<file path="src/rtl/vga_timing_gen_if.sv">
`default_nettype none
// +--------------------------------------------------------------------+
// | vga_timing_gen_if : raster timing bundle (timing source to display) |
// | Optional: VGA_FRAME_COUNT_EN adds frame_count.      Revision: 1.0   |
// +--------------------------------------------------------------------+
interface vga_timing_gen_if;
  logic       pix_en;
  logic [9:0] DrawX;
  logic [9:0] DrawY;
  logic       blank;
  logic       hs;
  logic       vs;
  logic       sync;
  logic       frame_start;
  logic       hs_d;
  logic       vs_d;
  logic       blank_d;
`ifdef VGA_FRAME_COUNT_EN
  logic [15:0] frame_count;
`endif

  modport master (
    output pix_en, DrawX, DrawY, blank, hs, vs, sync, frame_start,
    output hs_d, vs_d, blank_d
`ifdef VGA_FRAME_COUNT_EN
    , output frame_count
`endif
  );

  modport slave (
    input pix_en, DrawX, DrawY, blank, hs, vs, sync, frame_start,
    input hs_d, vs_d, blank_d
`ifdef VGA_FRAME_COUNT_EN
    , input frame_count
`endif
  );
endinterface
`default_nettype wire

</file>
<file path="src/rtl/vga_timing_gen.sv">
`default_nettype none
// +--------------------------------------------------------------------+
// | vga_timing_gen : VGA raster counters, syncs and pixel-delayed copies |
// | Optional: VGA_FRAME_COUNT_EN adds frame_count.      Revision: 1.0   |
// +--------------------------------------------------------------------+
module vga_timing_gen #(
  parameter int H_VISIBLE  = 640,
  parameter int H_FP       = 16,
  parameter int H_SYNC     = 96,
  parameter int H_BP       = 48,
  parameter int V_VISIBLE  = 480,
  parameter int V_FP       = 10,
  parameter int V_SYNC     = 2,
  parameter int V_BP       = 33,
  parameter int CLK_DIV    = 2,
  parameter int PIPE_DELAY = 2
) (
  input  logic             vga_clk,
  input  logic             Reset,
  vga_timing_gen_if.master vga_o
);
  localparam int              c_div_w    = (CLK_DIV > 1) ? $clog2(CLK_DIV) : 1;
  localparam logic [c_div_w-1:0] c_div_last = c_div_w'(CLK_DIV - 1);
  localparam logic [9:0] c_h_last   = 10'(H_VISIBLE + H_FP + H_SYNC + H_BP - 1);
  localparam logic [9:0] c_v_last   = 10'(V_VISIBLE + V_FP + V_SYNC + V_BP - 1);
  localparam logic [9:0] c_h_vis    = 10'(H_VISIBLE);
  localparam logic [9:0] c_v_vis    = 10'(V_VISIBLE);
  localparam logic [9:0] c_hs_start = 10'(H_VISIBLE + H_FP);
  localparam logic [9:0] c_hs_end   = 10'(H_VISIBLE + H_FP + H_SYNC);
  localparam logic [9:0] c_vs_start = 10'(V_VISIBLE + V_FP);
  localparam logic [9:0] c_vs_end   = 10'(V_VISIBLE + V_FP + V_SYNC);

  logic [c_div_w-1:0] div_q, div_d;
  logic [9:0]         hc_q, hc_d;
  logic [9:0]         vc_q, vc_d;
  logic               vis_q, vis_d;
  logic               hsn_q, hsn_d;
  logic               vsn_q, vsn_d;
  logic               fs_q, fs_d;
  logic               w_pix_en;

  assign w_pix_en = (div_q == c_div_last);

  // Decodes use the next counter values so the registered copies line up
  // with the registered counters in the same cycle.
  always_comb begin
    div_d = (div_q == c_div_last) ? '0 : div_q + 1'b1;
    hc_d  = hc_q;
    vc_d  = vc_q;
    fs_d  = 1'b0;
    if (w_pix_en) begin
      if (hc_q == c_h_last) begin
        hc_d = '0;
        if (vc_q == c_v_last) begin
          vc_d = '0;
          fs_d = 1'b1;
        end else begin
          vc_d = vc_q + 1'b1;
        end
      end else begin
        hc_d = hc_q + 1'b1;
      end
    end
    vis_d = (hc_d < c_h_vis) && (vc_d < c_v_vis);
    hsn_d = !((hc_d >= c_hs_start) && (hc_d < c_hs_end));
    vsn_d = !((vc_d >= c_vs_start) && (vc_d < c_vs_end));
  end

  always_ff @(posedge vga_clk) begin
    if (Reset) begin
      div_q <= '0;
      hc_q  <= '0;
      vc_q  <= '0;
      vis_q <= 1'b1;
      hsn_q <= 1'b1;
      vsn_q <= 1'b1;
      fs_q  <= 1'b0;
    end else begin
      div_q <= div_d;
      hc_q  <= hc_d;
      vc_q  <= vc_d;
      vis_q <= vis_d;
      hsn_q <= hsn_d;
      vsn_q <= vsn_d;
      fs_q  <= fs_d;
    end
  end

  generate
    if (PIPE_DELAY == 0) begin : g_no_delay
      assign vga_o.hs_d    = hsn_q;
      assign vga_o.vs_d    = vsn_q;
      assign vga_o.blank_d = vis_q;
    end else begin : g_delay
      // Each stage holds {hs, vs, blank} of one earlier pixel.
      logic [2:0] dly_q [PIPE_DELAY];

      always_ff @(posedge vga_clk) begin
        if (Reset) begin
          for (int i = 0; i < PIPE_DELAY; i++) begin
            dly_q[i] <= 3'b110;
          end
        end else if (w_pix_en) begin
          dly_q[0] <= {hsn_q, vsn_q, vis_q};
          for (int i = 1; i < PIPE_DELAY; i++) begin
            dly_q[i] <= dly_q[i-1];
          end
        end
      end

      assign vga_o.hs_d    = dly_q[PIPE_DELAY-1][2];
      assign vga_o.vs_d    = dly_q[PIPE_DELAY-1][1];
      assign vga_o.blank_d = dly_q[PIPE_DELAY-1][0];
    end
  endgenerate

`ifdef VGA_FRAME_COUNT_EN
  logic [15:0] fcnt_q;

  always_ff @(posedge vga_clk) begin
    if (Reset) begin
      fcnt_q <= '0;
    end else if (fs_d) begin
      fcnt_q <= fcnt_q + 1'b1;
    end
  end

  assign vga_o.frame_count = fcnt_q;
`endif

  assign vga_o.pix_en      = w_pix_en;
  assign vga_o.DrawX       = hc_q;
  assign vga_o.DrawY       = vc_q;
  assign vga_o.blank       = vis_q;
  assign vga_o.hs          = hsn_q;
  assign vga_o.vs          = vsn_q;
  assign vga_o.sync        = 1'b0;
  assign vga_o.frame_start = fs_q;
endmodule
`default_nettype wire

</file>
<file path="src/flat_wrapper.sv">
// flat-port wrapper written by rule: the top's interface ports become plain ports
module vga_timing_gen_flat 
#(
  parameter int H_VISIBLE  = 640,
  parameter int H_FP       = 16,
  parameter int H_SYNC     = 96,
  parameter int H_BP       = 48,
  parameter int V_VISIBLE  = 480,
  parameter int V_FP       = 10,
  parameter int V_SYNC     = 2,
  parameter int V_BP       = 33,
  parameter int CLK_DIV    = 2,
  parameter int PIPE_DELAY = 2
)
  (vga_clk, Reset, vga_o_pix_en, vga_o_DrawX, vga_o_DrawY, vga_o_blank, vga_o_hs, vga_o_vs, vga_o_sync, vga_o_frame_start, vga_o_hs_d, vga_o_vs_d, vga_o_blank_d);
  vga_timing_gen_if vga_o_i ();
  input  logic vga_clk;
  input  logic Reset;
  output wire logic [$bits(vga_o_i.pix_en)-1:0] vga_o_pix_en;
  output wire logic [$bits(vga_o_i.DrawX)-1:0] vga_o_DrawX;
  output wire logic [$bits(vga_o_i.DrawY)-1:0] vga_o_DrawY;
  output wire logic [$bits(vga_o_i.blank)-1:0] vga_o_blank;
  output wire logic [$bits(vga_o_i.hs)-1:0] vga_o_hs;
  output wire logic [$bits(vga_o_i.vs)-1:0] vga_o_vs;
  output wire logic [$bits(vga_o_i.sync)-1:0] vga_o_sync;
  output wire logic [$bits(vga_o_i.frame_start)-1:0] vga_o_frame_start;
  output wire logic [$bits(vga_o_i.hs_d)-1:0] vga_o_hs_d;
  output wire logic [$bits(vga_o_i.vs_d)-1:0] vga_o_vs_d;
  output wire logic [$bits(vga_o_i.blank_d)-1:0] vga_o_blank_d;
  assign vga_o_pix_en = vga_o_i.pix_en;
  assign vga_o_DrawX = vga_o_i.DrawX;
  assign vga_o_DrawY = vga_o_i.DrawY;
  assign vga_o_blank = vga_o_i.blank;
  assign vga_o_hs = vga_o_i.hs;
  assign vga_o_vs = vga_o_i.vs;
  assign vga_o_sync = vga_o_i.sync;
  assign vga_o_frame_start = vga_o_i.frame_start;
  assign vga_o_hs_d = vga_o_i.hs_d;
  assign vga_o_vs_d = vga_o_i.vs_d;
  assign vga_o_blank_d = vga_o_i.blank_d;
  vga_timing_gen #(.H_VISIBLE(H_VISIBLE), .H_FP(H_FP), .H_SYNC(H_SYNC), .H_BP(H_BP), .V_VISIBLE(V_VISIBLE), .V_FP(V_FP), .V_SYNC(V_SYNC), .V_BP(V_BP), .CLK_DIV(CLK_DIV), .PIPE_DELAY(PIPE_DELAY)) u_core (.vga_clk(vga_clk), .Reset(Reset), .vga_o(vga_o_i));
endmodule
</file>
<file path="config.mk">
export PLATFORM = sky130hd
export DESIGN_NAME = vga_timing_gen_flat
export DESIGN_NICKNAME = d
export VERILOG_FILES = /design/src/rtl/vga_timing_gen_if.sv /design/src/rtl/vga_timing_gen.sv /design/src/flat_wrapper.sv
export SDC_FILE = /design/constraint.sdc
export NUM_CORES = 1
export LEC_CHECK = 0
export CAP_MARGIN = 0
export CORE_ASPECT_RATIO = 0.5
export CORE_UTILIZATION = 45
export DETAILED_ROUTE_END_ITERATION = 12
export PLACE_DENSITY = 0.78
export SYNTH_ARGS = -nofsm -noshare
export SYNTH_HDL_FRONTEND = slang
export SYNTH_SLANG_ARGS = --single-unit
</file>
<file path="constraint.sdc">
create_clock -name vga_clk -period 1.96 [get_ports vga_clk]
set_clock_uncertainty 0.15 [all_clocks]
set_input_delay 0.196 -clock vga_clk [delete_from_list [all_inputs] [get_ports vga_clk]]
set_output_delay 0.196 -clock vga_clk [all_outputs]
set_load 0.05 [all_outputs]
</file>
Word-level counts from Yosys, hierarchy flattened. Memory sizes are Yosys's and may differ from the RTL's. Index checks and enable logic that the tools add are counted.

Register bits: 25. Output and inout port bits: 29. Input bits: 2. Bits in writable memories: 6. Memories: 1.

Magnitude comparators: 6. Equality and inequality tests: 2. Reductions and logical operators: 7. Bitwise gates (word level): 4. Muxes and demuxes: 13. Add/sub/neg operators: 3.

Memory list: u_core.g_delay.dly_q (depth 2, width 3, read ports 2, clocked after Yosys merged registers in 0, wr ports 2, line vga_timing_gen.sv:96) `logic [2:0] dly_q [PIPE_DELAY];`.

Operators by type and width (count): $mux W10 (5); $add A10 B1 Y10 const B (2); $eq A10 B10 Y1 const B (2); $lt A10 B10 Y1 const B (2); $lt A10 B9 Y1 const B (2); $ge A10 B10 Y1 const B (1); $ge A10 B9 Y1 const B (1); $mux W1 (6); $mux W3 (2); $logic_and A1 B1 Y1 (3); $reduce_or A3 Y1 (1); $logic_not A1 Y1 (2); $not A1 Y1 (2); $or A1 B1 Y1 (2); $reduce_or A2 Y1 (1); $add A1 B1 Y1 const B (1).

Depth between registers and ports, before layout.
Depth after elaboration: 7. Mapped depth: 8. Gate-level depth less buffers: 8.

Worst setup path after synthesis. OpenSTA, ideal clock, no wires.

Kind: reg-to-reg. From: reg u_core.hc_q[0] (netlist: u_core.vga_o.DrawX[0]). To: reg u_core.vsn_q (netlist: u_core.vga_o.vs). Cell stages (with the launch flop): 9. Library setup time: 138 ps. Clock period less this slack: 2331 ps. Path buffers: 1. Data arrival time: 2043 ps. Slack: -371 ps. Path through: dfxtp_1 -> ha_1 -> and2_1 -> and4_1 -> buf_2 -> and3_1 -> a32oi_1 -> nor4_2 -> o2111ai_1.

Word-level cells in the longest chain between the ends: 6. Elaborated cells on any way between the ends: 7. Classes of those cells: order compare (2); eq/ne (1); mux (2); reduce/logical (2).

Ends and longest elaborated chain: start: declaration (line vga_timing_gen.sv:34) `logic [9:0] hc_q, hc_d;`; start signal: assignment (line vga_timing_gen.sv:72) `hc_q <= '0;`; start signal: assignment (line vga_timing_gen.sv:80) `hc_q <= hc_d;`; $eq A10 B10 Y1 * (line vga_timing_gen.sv:52) `if (hc_q == c_h_last) begin`; $mux W10 * (line vga_timing_gen.sv:52); $mux W10 * (line vga_timing_gen.sv:51) `if (w_pix_en) begin`; $ge A10 B9 Y1 or $lt A10 B9 Y1 (tied branches) (line vga_timing_gen.sv:66) `vsn_d = !((vc_d >= c_vs_start) && (vc_d < c_vs_end));`; $logic_and A1 B1 Y1 * (line vga_timing_gen.sv:66); $logic_not A1 Y1 * (line vga_timing_gen.sv:66); end signal: assignment (line vga_timing_gen.sv:84) `vsn_q <= vsn_d;`; end: declaration (line vga_timing_gen.sv:38) `logic vsn_q, vsn_d;`.

Mark *: on every way between the ends. The rest lies on a longest branch, timed or not. A chain may end at the register's enable or synchronous reset.

Worst setup path in the final report.
From: reg u_core.hc_q[7] (netlist: u_core.vga_o.DrawX[7]). To: reg u_core.vis_q (netlist: u_core.vga_o.blank).

Word-level cells in the longest chain between the ends: 5. Elaborated cells on any way between the ends: 9. Classes of those cells: add/sub (1); order compare (2); eq/ne (1); mux (4); reduce/logical (1).

Ends and longest elaborated chain: $add A10 B1 Y10 or $eq A10 B10 Y1 (tied branches) (line vga_timing_gen.sv:61, vga_timing_gen.sv:52); $mux W10 (line vga_timing_gen.sv:52); $mux W10 (line vga_timing_gen.sv:51); $lt A10 B10 Y1 or $lt A10 B9 Y1 (tied branches) (line vga_timing_gen.sv:64) `vis_d = (hc_d < c_h_vis) && (vc_d < c_v_vis);`; $logic_and A1 B1 Y1 * (line vga_timing_gen.sv:64); end signal: assignment (line vga_timing_gen.sv:82) `vis_q <= vis_d;`; end: declaration (line vga_timing_gen.sv:36) `logic vis_q, vis_d;`.

Marked as above.

==> metrics.cfg <==
[final_layout]
fillers = 216
layout.cells.non_filler = 254
drive_gt1_share_pct = 34.6
design_area_um2 = 2220
synthToLayoutAreaGrowth_pct = 49.3
antennaDiodeCount = 0
fin_nets = 218

[synthesis]
synth.area.top_cells = dfxtp_1 34%, edfxtp_1 12%, xor2_1 4.1%
yosys.area_share.xor_xnor_pct = 6.47
synth_compound_area_share_pct = 11.5
synthMuxAreaShare_pct = 0
syn_area_um2 = 1490
synth_warnings = 0
synth_ff_type = dfxtp_1
synth.distinct_cells = 38
synth_adder_area_share_pct = 2.52
synth_cells = 165
synth_commonest_cells = 25 x dfxtp_1, 15 x nor2_1, 12 x nand2_1
synth_top_area_share_pct = 33.6
yosysSeqAreaShare_pct = 45.7
synth_nets = 170
synth_most_common_cell = dfxtp_1
ys_async_sr_fraction_pct = 0
synth_top_family_by_area = simple AND/OR/NAND/NOR gates
ys_ff_latch = 31
yosys.area_share.simple_pct = 29.0
synth_top_area_cell = dfxtp_1
avgSynthCellArea_um2 = 9.02
synth_edf_count = 6

[worst_setup_path]
critPathMaxStageDelay_ns = 0.34
endpoint = u_core.vga_o.blank$_SDFF_PP1_
critPathLaunchType = flop
timing.rr.end = u_core.vga_o.blank$_SDFF_PP1_
path_max_fanout = 4
cp-startpoint = u_core.vga_o.DrawX[7]$_SDFF_PP0_
cp.depth = 7
crit_family = simple AND/OR/NAND/NOR gates
cp_cell_sequence = nor4b_4, nand4_1, buf_6, nor3_2, xnor2_1, nor4_4, o31ai_1
crit_required_ns = 2.01
ff2ff_path_depth = 7
crit_buf_inv = 1
critical-path-slowest-cell = dfxtp_2
reg2reg_from = u_core.vga_o.DrawX[7]$_SDFF_PP0_
worstSetupEndpointType = flop
critPathArrivalTime_ns = 2.08
rrSetupSlack_ns = -0.08
worst-setup-path-type = flop to flop

[floorplanning]
fp.dieW_um = 83.3
num_rows = 14
ios = 31
die_h_um = 42.7
coreArea_um2 = 3080
initial_utilization_pct = 48.3
die_area_um2 = 3560

[clock_tree]
cts_hold_buf = 0
clk_pin_slew_ns = 0.06
clock_latency_ns = 0.29
clock_path_buffers = 2
htreeDepth = 2
cts-buffers-inserted = 5
cts_sinks = 31
cts_tree = yes
cts_root_buf = clkbuf_8

[global_routing]
grt-ovfl-total = 0
grt_pass1_wl_mm = 6.27
grtUsageTotal_pct = 23.4
antenna_found_initial = 0
grt_pass1_vias = 1312
grt_max_degree = 17

[run_status]
status = complete, but fails checks
violations = negative setup slack

[placed_design]
placed_area_um2 = 1940
post-place-ws_ns = -0.128
dp_cells = 240
portBuffers = 29
place_congestion = 0.863
hpwl_mm = 2.69

[detailed_routing]
ant_nets = 0
vias = 1464
drc = 0
wl_mm = 4.31
first_pass_iters = 4
viasPerCell = 5.76
wl_per_cell_um = 17.0
first_iter_violations = 96

[timing]
setup_viol = 2
setup_ws_ns = -0.0781
drv_slew = 0
max_freq_mhz = 491
grt_setup_unrepaired = true
fin_crit_sh_pct = 104
hold_viol_final = 0
worstMarginPinSlew_ns = 0.523
max-slew-margin-rel_pct = 65.1
finalCriticalPeriod_ns = 2.04

[power]
p_leak_nw = 0.873
p_total_mw = 1.35
internal_power_mw = 1.05
ir_drop_uv = 357
clockPowerShare_pct = 45.9
power_switching_mw = 0.305
switching_share_pct = 22.5
p_per_area_nw_per_um2 = 609
pwr-share-seq_pct = 48.4
pwr-share-comb_pct = 5.7

[flow_run]
drv_cap = 0

[worst_hold_path]
min_path_type = flop to flop

-- repair_timing --
action                                  4_1_cts  5_1_grt
buffers inserted                              1        5
gates resized for setup                       2       28
endpoints found under the setup margin        3        9
pin swaps                                     3        5
-- worst min path at each step --
stage | cells after the start | to | from | slack (ns)
3_3_place_gp | 1 | u_core.g_delay.dly_q[0][5]$_SDFFCE_PN1P_ | u_core.g_delay.dly_q[0][2]$_SDFFCE_PN1P_ | 0.33
3_5_place_dp | 1 | u_core.g_delay.dly_q[0][5]$_SDFFCE_PN1P_ | u_core.g_delay.dly_q[0][2]$_SDFFCE_PN1P_ | 0.35
6_report | 1 | u_core.g_delay.dly_q[0][5]$_SDFFCE_PN1P_ | u_core.g_delay.dly_q[0][2]$_SDFFCE_PN1P_ | 0.36
4_1_cts | 1 | u_core.g_delay.dly_q[0][5]$_SDFFCE_PN1P_ | u_core.g_delay.dly_q[0][2]$_SDFFCE_PN1P_ | 0.37
5_1_grt | 1 | u_core.g_delay.dly_q[0][5]$_SDFFCE_PN1P_ | u_core.g_delay.dly_q[0][2]$_SDFFCE_PN1P_ | 0.38
2_1_floorplan | 1 | u_core.vga_o.DrawX[7]$_SDFF_PP0_ | Reset | 0.13
-- layout by cell type, fill, tap and decap left out, drive strengths merged, types with 2 or more instances in the layout --
cell            n
edfxtp          6
xnor2           4
inv             5
nand4           3
dfxtp          25
o31ai           3
a21oi           9
nand3b          2
xor2            7
clkinv          2
dlymetal6s2s    3
nand2b          7
clkdlybuf4s50  24
nand2          12
nand3           5
and3            6
ha              3
or3             2
buf            25
nor2           15
o2111ai         3
clkbuf          5
nor3           10
and2            6
and4            3
o21ai           5
-- metal layers --
| metal | GRT usage [%] | share of wire [%] | up-vias |
|---|---|---|---|
| li1 | - | - | 672 |
| met5 | 0 | 0 | - |
| met3 | 6.23 | 8.2 | 11 |
| met1 | 29.9 | 41 | 702 |
| met2 | 37.9 | 49 | 79 |
| met4 | 10.7 | 2.5 | 0 |
-- kinds of logic after synthesis --
| group | count (synthesis) |
|---|---|
| xor+xnor | 11 |
| fa+ha+maj | 3 |
| other cells | 1 |
| buf+inv | 16 |
| flops | 31 |
| compound gates | 27 |
| simple gates | 76 |
-- through the flow --
stage               TNS, ns  util (%)  hold slack (ns)
detailed placement   -0.249      63.0            0.351
floorplan                 0         -            0.131
global route         -0.355      72.1            0.384
CTS                  -0.156      67.0            0.367
global placement          0      63.0            0.333
finish               -0.141      72.1            0.363
-- power groups by stage --
stage / clock, mW / sequential [mW] / combinational [mW]
6_report: 0.622 / 0.655 / 0.0771
5_1_grt: 0.655 / 0.655 / 0.0816
4_1_cts: 0.623 / 0.655 / 0.0760
3_5_place_dp: 0 / 0.670 / 0.0758
3_3_place_gp: 0 / 0.669 / 0.0730
2_1_floorplan: 0 / 0.691 / 0.0287
-- flip-flops by register name (all words and copies together) (netlist names) --
name,count
u_core.vga_o.blank,1
u_core.g_delay.dly_q,6
u_core.vga_o.hs,1
u_core.vga_o.DrawY,10
u_core.vga_o.DrawX,10
u_core.vga_o.vs,1
u_core.vga_o.frame_start,1
u_core.vga_o.pix_en,1
-- area by class of cell --
cell class / instances / area [um2] / share of cell area [%]
multi-input cells: 118 / 856 / 38.5
flip-flops and latches: 31 / 718 / 32.3
repair buffers: 52 / 473 / 21.3
clock buffers: 5 / 68.8 / 3.10
well taps: 40 / 50.0 / 2.25
clock inverters: 3 / 38.8 / 1.74
inverters: 5 / 18.8 / 0.844
Power figures use the tool's default switching activity.
